[src/rtl/uart_rx.sv]
// uart_rx: oversampling UART receiver with a one-entry output buffer and error pulses.
// Optional even-parity bit enabled by defining UART_RX_PARITY_EN.
module uart_rx #(
  parameter int CLKS_PER_BIT = 434,
  parameter int BITS_N       = 8
) (
  input  logic              clk,
  input  logic              rst,
  input  logic              uart_in,
  input  logic              ready,
  output logic [BITS_N-1:0] data_rx,
  output logic              valid,
  output logic              frame_err,
  output logic              overrun,
  output logic              parity_err
);
  localparam int CW = $clog2(CLKS_PER_BIT);
  localparam int BW = $clog2(BITS_N + 1);
  localparam logic [CW-1:0] HALF = CW'(CLKS_PER_BIT / 2);
  localparam logic [CW-1:0] LAST = CW'(CLKS_PER_BIT - 1);
  localparam logic [BW-1:0] BLAST = BW'(BITS_N - 1);

  typedef enum logic [2:0] {
    S_IDLE, S_START, S_DATA, S_STOP
`ifdef UART_RX_PARITY_EN
    , S_PARITY
`endif
  } state_t;

  state_t            r_state, w_next;
  logic              r_sync1, r_sync2;
  logic [CW-1:0]     r_cnt;
  logic [BW-1:0]     r_bit;
  logic [BITS_N-1:0] r_shift, r_data;
  logic              r_valid, r_ferr, r_ovr;
  logic              w_rx, w_tick, w_half, w_clr, w_shift, w_stop_smp, w_good;

  assign w_rx   = r_sync2;
  assign w_tick = r_cnt == LAST;
  assign w_half = r_cnt == HALF;

`ifdef UART_RX_PARITY_EN
  logic r_par, r_perr, w_par_smp, w_par_bad;
  assign w_par_bad  = ^{r_shift, r_par};
  assign parity_err = r_perr;
`else
  logic w_par_bad;
  assign w_par_bad  = 1'b0;
  assign parity_err = 1'b0;
`endif

  always_comb begin
    w_next     = r_state;
    w_clr      = 1'b0;
    w_shift    = 1'b0;
    w_stop_smp = 1'b0;
`ifdef UART_RX_PARITY_EN
    w_par_smp  = 1'b0;
`endif
    case (r_state)
      S_IDLE: begin
        w_clr  = 1'b1;
        w_next = w_rx ? S_IDLE : S_START;
      end
      S_START: if (w_half) begin
        w_clr  = 1'b1;
        w_next = w_rx ? S_IDLE : S_DATA;
      end
      S_DATA: if (w_tick) begin
        w_clr   = 1'b1;
        w_shift = 1'b1;
`ifdef UART_RX_PARITY_EN
        w_next  = (r_bit == BLAST) ? S_PARITY : S_DATA;
`else
        w_next  = (r_bit == BLAST) ? S_STOP : S_DATA;
`endif
      end
`ifdef UART_RX_PARITY_EN
      S_PARITY: if (w_tick) begin
        w_clr     = 1'b1;
        w_par_smp = 1'b1;
        w_next    = S_STOP;
      end
`endif
      S_STOP: if (w_tick) begin
        w_clr      = 1'b1;
        w_stop_smp = 1'b1;
        w_next     = S_IDLE;
      end
      default: w_next = S_IDLE;
    endcase
  end

  // A good frame is buffered unless the previous byte is still unconsumed.
  assign w_good = w_stop_smp & w_rx & ~w_par_bad;

  always_ff @(posedge clk or negedge rst) begin
    if (!rst) begin
      r_state <= S_IDLE;
      r_sync1 <= 1'b1;
      r_sync2 <= 1'b1;
      r_cnt   <= '0;
      r_bit   <= '0;
      r_shift <= '0;
    end else begin
      r_state <= w_next;
      r_sync1 <= uart_in;
      r_sync2 <= r_sync1;
      r_cnt   <= w_clr ? '0 : r_cnt + CW'(1);
      if (w_shift) begin
        r_shift <= {w_rx, r_shift[BITS_N-1:1]};
        r_bit   <= (r_bit == BLAST) ? '0 : r_bit + BW'(1);
      end
    end
  end

`ifdef UART_RX_PARITY_EN
  always_ff @(posedge clk or negedge rst) begin
    if (!rst) begin
      r_par  <= 1'b0;
      r_perr <= 1'b0;
    end else begin
      if (w_par_smp) r_par <= w_rx;
      r_perr <= w_stop_smp & w_par_bad;
    end
  end
`endif

  always_ff @(posedge clk or negedge rst) begin
    if (!rst) begin
      r_data  <= '0;
      r_valid <= 1'b0;
      r_ferr  <= 1'b0;
      r_ovr   <= 1'b0;
    end else begin
      r_ferr <= w_stop_smp & ~w_rx;
      r_ovr  <= w_good & r_valid & ~ready;
      if (w_good && (!r_valid || ready)) begin
        r_data  <= r_shift;
        r_valid <= 1'b1;
      end else if (r_valid && ready) begin
        r_valid <= 1'b0;
      end
    end
  end

  assign data_rx   = r_data;
  assign valid     = r_valid;
  assign frame_err = r_ferr;
  assign overrun   = r_ovr;
endmodule

[config.mk]
export PLATFORM = sky130hd
export DESIGN_NAME = uart_rx
export DESIGN_NICKNAME = d
export VERILOG_FILES = /design/src/rtl/uart_rx.sv
export SDC_FILE = /design/constraint.sdc
export NUM_CORES = 1
export LEC_CHECK = 0
export BUFFER_PORTS_ARGS = -buffer_cell sky130_fd_sc_hd__buf_2
export CORE_MARGIN = 1
export CORE_UTILIZATION = 40
export CTS_CLUSTER_SIZE = 10
export DETAILED_ROUTE_END_ITERATION = 6
export HOLD_SLACK_MARGIN = 0.02
export PLACE_DENSITY = 0.62
export SYNTH_ARGS = -nofsm -noshare
export SYNTH_HDL_FRONTEND = slang
export SYNTH_SLANG_ARGS = --single-unit
[constraint.sdc]
create_clock -name clk -period 2.9 [get_ports clk]
set_input_delay 0.435 -clock clk [delete_from_list [all_inputs] [get_ports clk]]
set_output_delay 0.435 -clock clk [all_outputs]
set_load 0.01 [all_outputs]
==> qor.yml <==
cts:
  cts.sinks: 36
  cts.clk_slew.worst_paths_ns: 0.07
  post-cts-setup-buffers: 0
  cts_buffers: 5
  cts_resized: 0
  h-tree-depth: 2
  cts_tree: "yes"
  hold_buffers: 0
  cts-root-buf: "clkbuf_8"
  clockBufferDepth: 2
  clk_latency_ns: 0.28
die:
  ios: 16
  dieArea_sq_um: 4167
  rows: 22
  die_x_um: 64.56
  start_util_pct: 42.12
  fp.dieH_um: 64.56
  core_area_sq_um: 3716
logic_synthesis:
  syn_area_sq_um: 1565
  synth_top_area_share_pct: 54.36
  syn_avg_cell_area_sq_um: 12.62
  yosysTopAreaCell: "dfrtp_1"
  synth_most_common_cell: "dfrtp_1"
  synth_fp_nets: 131
  synth_cell_types: 34
  synth_top_flop_cell: "dfrtp_1"
  yosys_warnings: 0
  async_flop_share_pct: 100.0
  synthTopCellsByCount: "dfrtp_1, mux2_2, nor2_1"
  synth_edf_count: 0
  synthTopCellsByArea: "dfrtp_1, mux2_2, dfstp_2, nor2_1, ha_1"
  ys_ff_latch: 36
  ys_seq_area_share_pct: 57.71
  syn_inst: 124
pwr:
  switching_power_mw: 0.1741
  p_per_area_nw_per_um2: 506.9
  p_int_mw: 0.7177
  p_clk_share_pct: 41.9
  combPwrFrac_pct: 1.3
  vdd_ir_drop_max_mv: 0.3274
  leakagePower_nw: 0.8498
  p_sw_share_pct: 19.53
  pwr-share-seq_pct: 56.8
worst_setup_path:
  r2r-end: "r_bit[3]"
  ff2ff_path_depth: 6
  path_cells: "inv_1 > ha_1 > and3b_2 > nand4_1 > or4_1 > nand2_1"
  cp-end-kind: "flip-flop"
  cpPeakStageDelay_ns: 0.66
  crit_type: "reg -> reg"
  cp_data_required_time_ns: 3.12
  crit_family: "simple AND/OR/NAND/NOR gates"
  arrival_ns: 2.39
  cp-start-kind: "flip-flop"
  cp_num_buf_inv: 1
  r2r_setup_slack_ns: 0.72
  critical_path_peak_fanout: 14
  critPathSlowestCell: "or4_1"
  r2r_start: "r_cnt[1]"
routing:
  drt-vias-per-instance: 5.048
  antenna_left: 0
  avgRoutedWirePerCell_um: 12.89
  wl_um: 2436
  drtIter0Drc: 37
  remaining_drc_errors: 0
  vias: 954
  firstDrtPassIters: 4
cells_and_area:
  fill_cells: 336
  syn2layout_area_growth_pct: 12.39
  drive_above_1_share_pct: 32.62
  utilization_pct: 47.34
  num-nets-final: 148
  diodes: 0
sta:
  setup_viol: 0
  fin_crit_ns: 2.178
  max_freq_mhz: 459.2
  fin_hold_ws_ns: 0.2318
  maxSlewHeadroom_pct: 47.30
  worst_slack_ns: 0.7222
  grt_setup_unrepaired: "false"
  fin_setup_tns_ns: 0
  worstMarginPinSlew_ns: 0.7904
  finalCritPeriodShare_pct: 75.10
  hold_viol_final: 0
  slew_viol_final: 0
  finClkSkew_ns: 0.008359
status:
  status: "completed"
global_route:
  grt_pass1_wl_um: 4381
  antenna_found_initial: 0
  grt_usage_pct: 14.14
  grt.overflow.total: 0
  grt_max_degree: 37
  grt_pass1_vias: 971
placed_design:
  dpl.hpwl_um: 1666
  dp_slack_ns: 0.7003
  routabilityCongestion: 0.7227
  portBuffers: 14
min_path:
  hp-class: "in -> async"
job:
  cap_violations: 0
[placed cells by master (no fill, tap or decap), drive strengths merged]
cell type,Yosys,final
a21oi,2,2
nor4b,1,1
nand2b,2,2
xor2,4,4
buf,3,14
nor2,13,13
dfstp,2,2
xnor2,4,4
nor3b,3,3
nand2,5,5
mux2,17,17
or4,1,1
and3b,1,1
conb,1,1
nand4,4,4
inv,2,2
a21o,1,1
and2,2,2
o21ai,2,2
clkbuf,1,7
nand3,6,6
and3,1,1
nor2b,1,1
ha,3,3
and4bb,1,1
nor3,3,3
o31ai,1,1
a31oi,3,3
dfrtp,34,34
[stage by stage]
step                instances  cell area (sq um)  total power [mW]
global placement          182               1663            0.5279
detailed placement        182               1663            0.5282
CTS                       189               1759            0.9063
finish                    189               1759            0.8918
global route              189               1759            0.9291
floorplan                 124               1565            0.5167
[logic make-up (layout without fill, tap and decap cells)]
family,Yosys count,in the layout,synth area share [%]
and+or+nand+nor,44,44,16.95
DFF,36,36,57.71
muxes,17,17,12.23
AOI/OAI and AO/OA,9,9,3.438
xor gates and xnor gates,8,8,4.476
buffers and inverters,6,23,2.557
adders and majority gates,3,3,2.398
other,1,1,0.2396
[per-layer routing]
layer	up-vias	wire length, um	global-route usage, %
li1	466	-	-
met2	22	1107	21.32
met1	462	1177	18.62
met4	0	34	5.000
met5	-	0	0
met3	4	118	5.282
[area by class of cell]
class                           instances  area (sq um)  area share [%]
Clock buffer                            7         96.34           5.477
Timing Repair Buffer                   14         70.07           3.983
Inverter                                2         7.507          0.4267
Sequential cell                        36         903.4           51.35
Tap cell                               48         60.06           3.414
Multi-Input combinational cell         82         621.8           35.35
[worst max-delay path by stage]
stage / startpoint / cells after the start / slack, ns / endpoint
2_1_floorplan: r_cnt[1] / 6 / 1.13 / data_rx[0]
3_3_place_gp: r_cnt[1] / 6 / 0.80 / r_bit[3]
3_5_place_dp: r_cnt[1] / 6 / 0.70 / r_bit[3]
4_1_cts: r_cnt[1] / 6 / 0.69 / r_bit[3]
5_1_grt: r_cnt[1] / 6 / 0.53 / r_bit[3]
6_report: r_cnt[1] / 6 / 0.72 / r_bit[3]
[state kept, by name, indices dropped and copies added, names as in the netlist]
signal and flops:
data_rx 8, frame_err 1, r_shift 8, r_cnt 9, r_state 2, valid 1
r_sync2 1, overrun 1, r_bit 4, r_sync1 1
[power by group through the flow]
stage	Sequential [mW]	Clock, mW	Combinational (mW)
3_3_place_gp	0.515	0	0.0124
4_1_cts	0.506	0.387	0.0128
6_report	0.506	0.374	0.0118
5_1_grt	0.506	0.409	0.0143
3_5_place_dp	0.516	0	0.0127
2_1_floorplan	0.515	0	0.00180
Note: power is estimated with default switching activity, not from simulation.
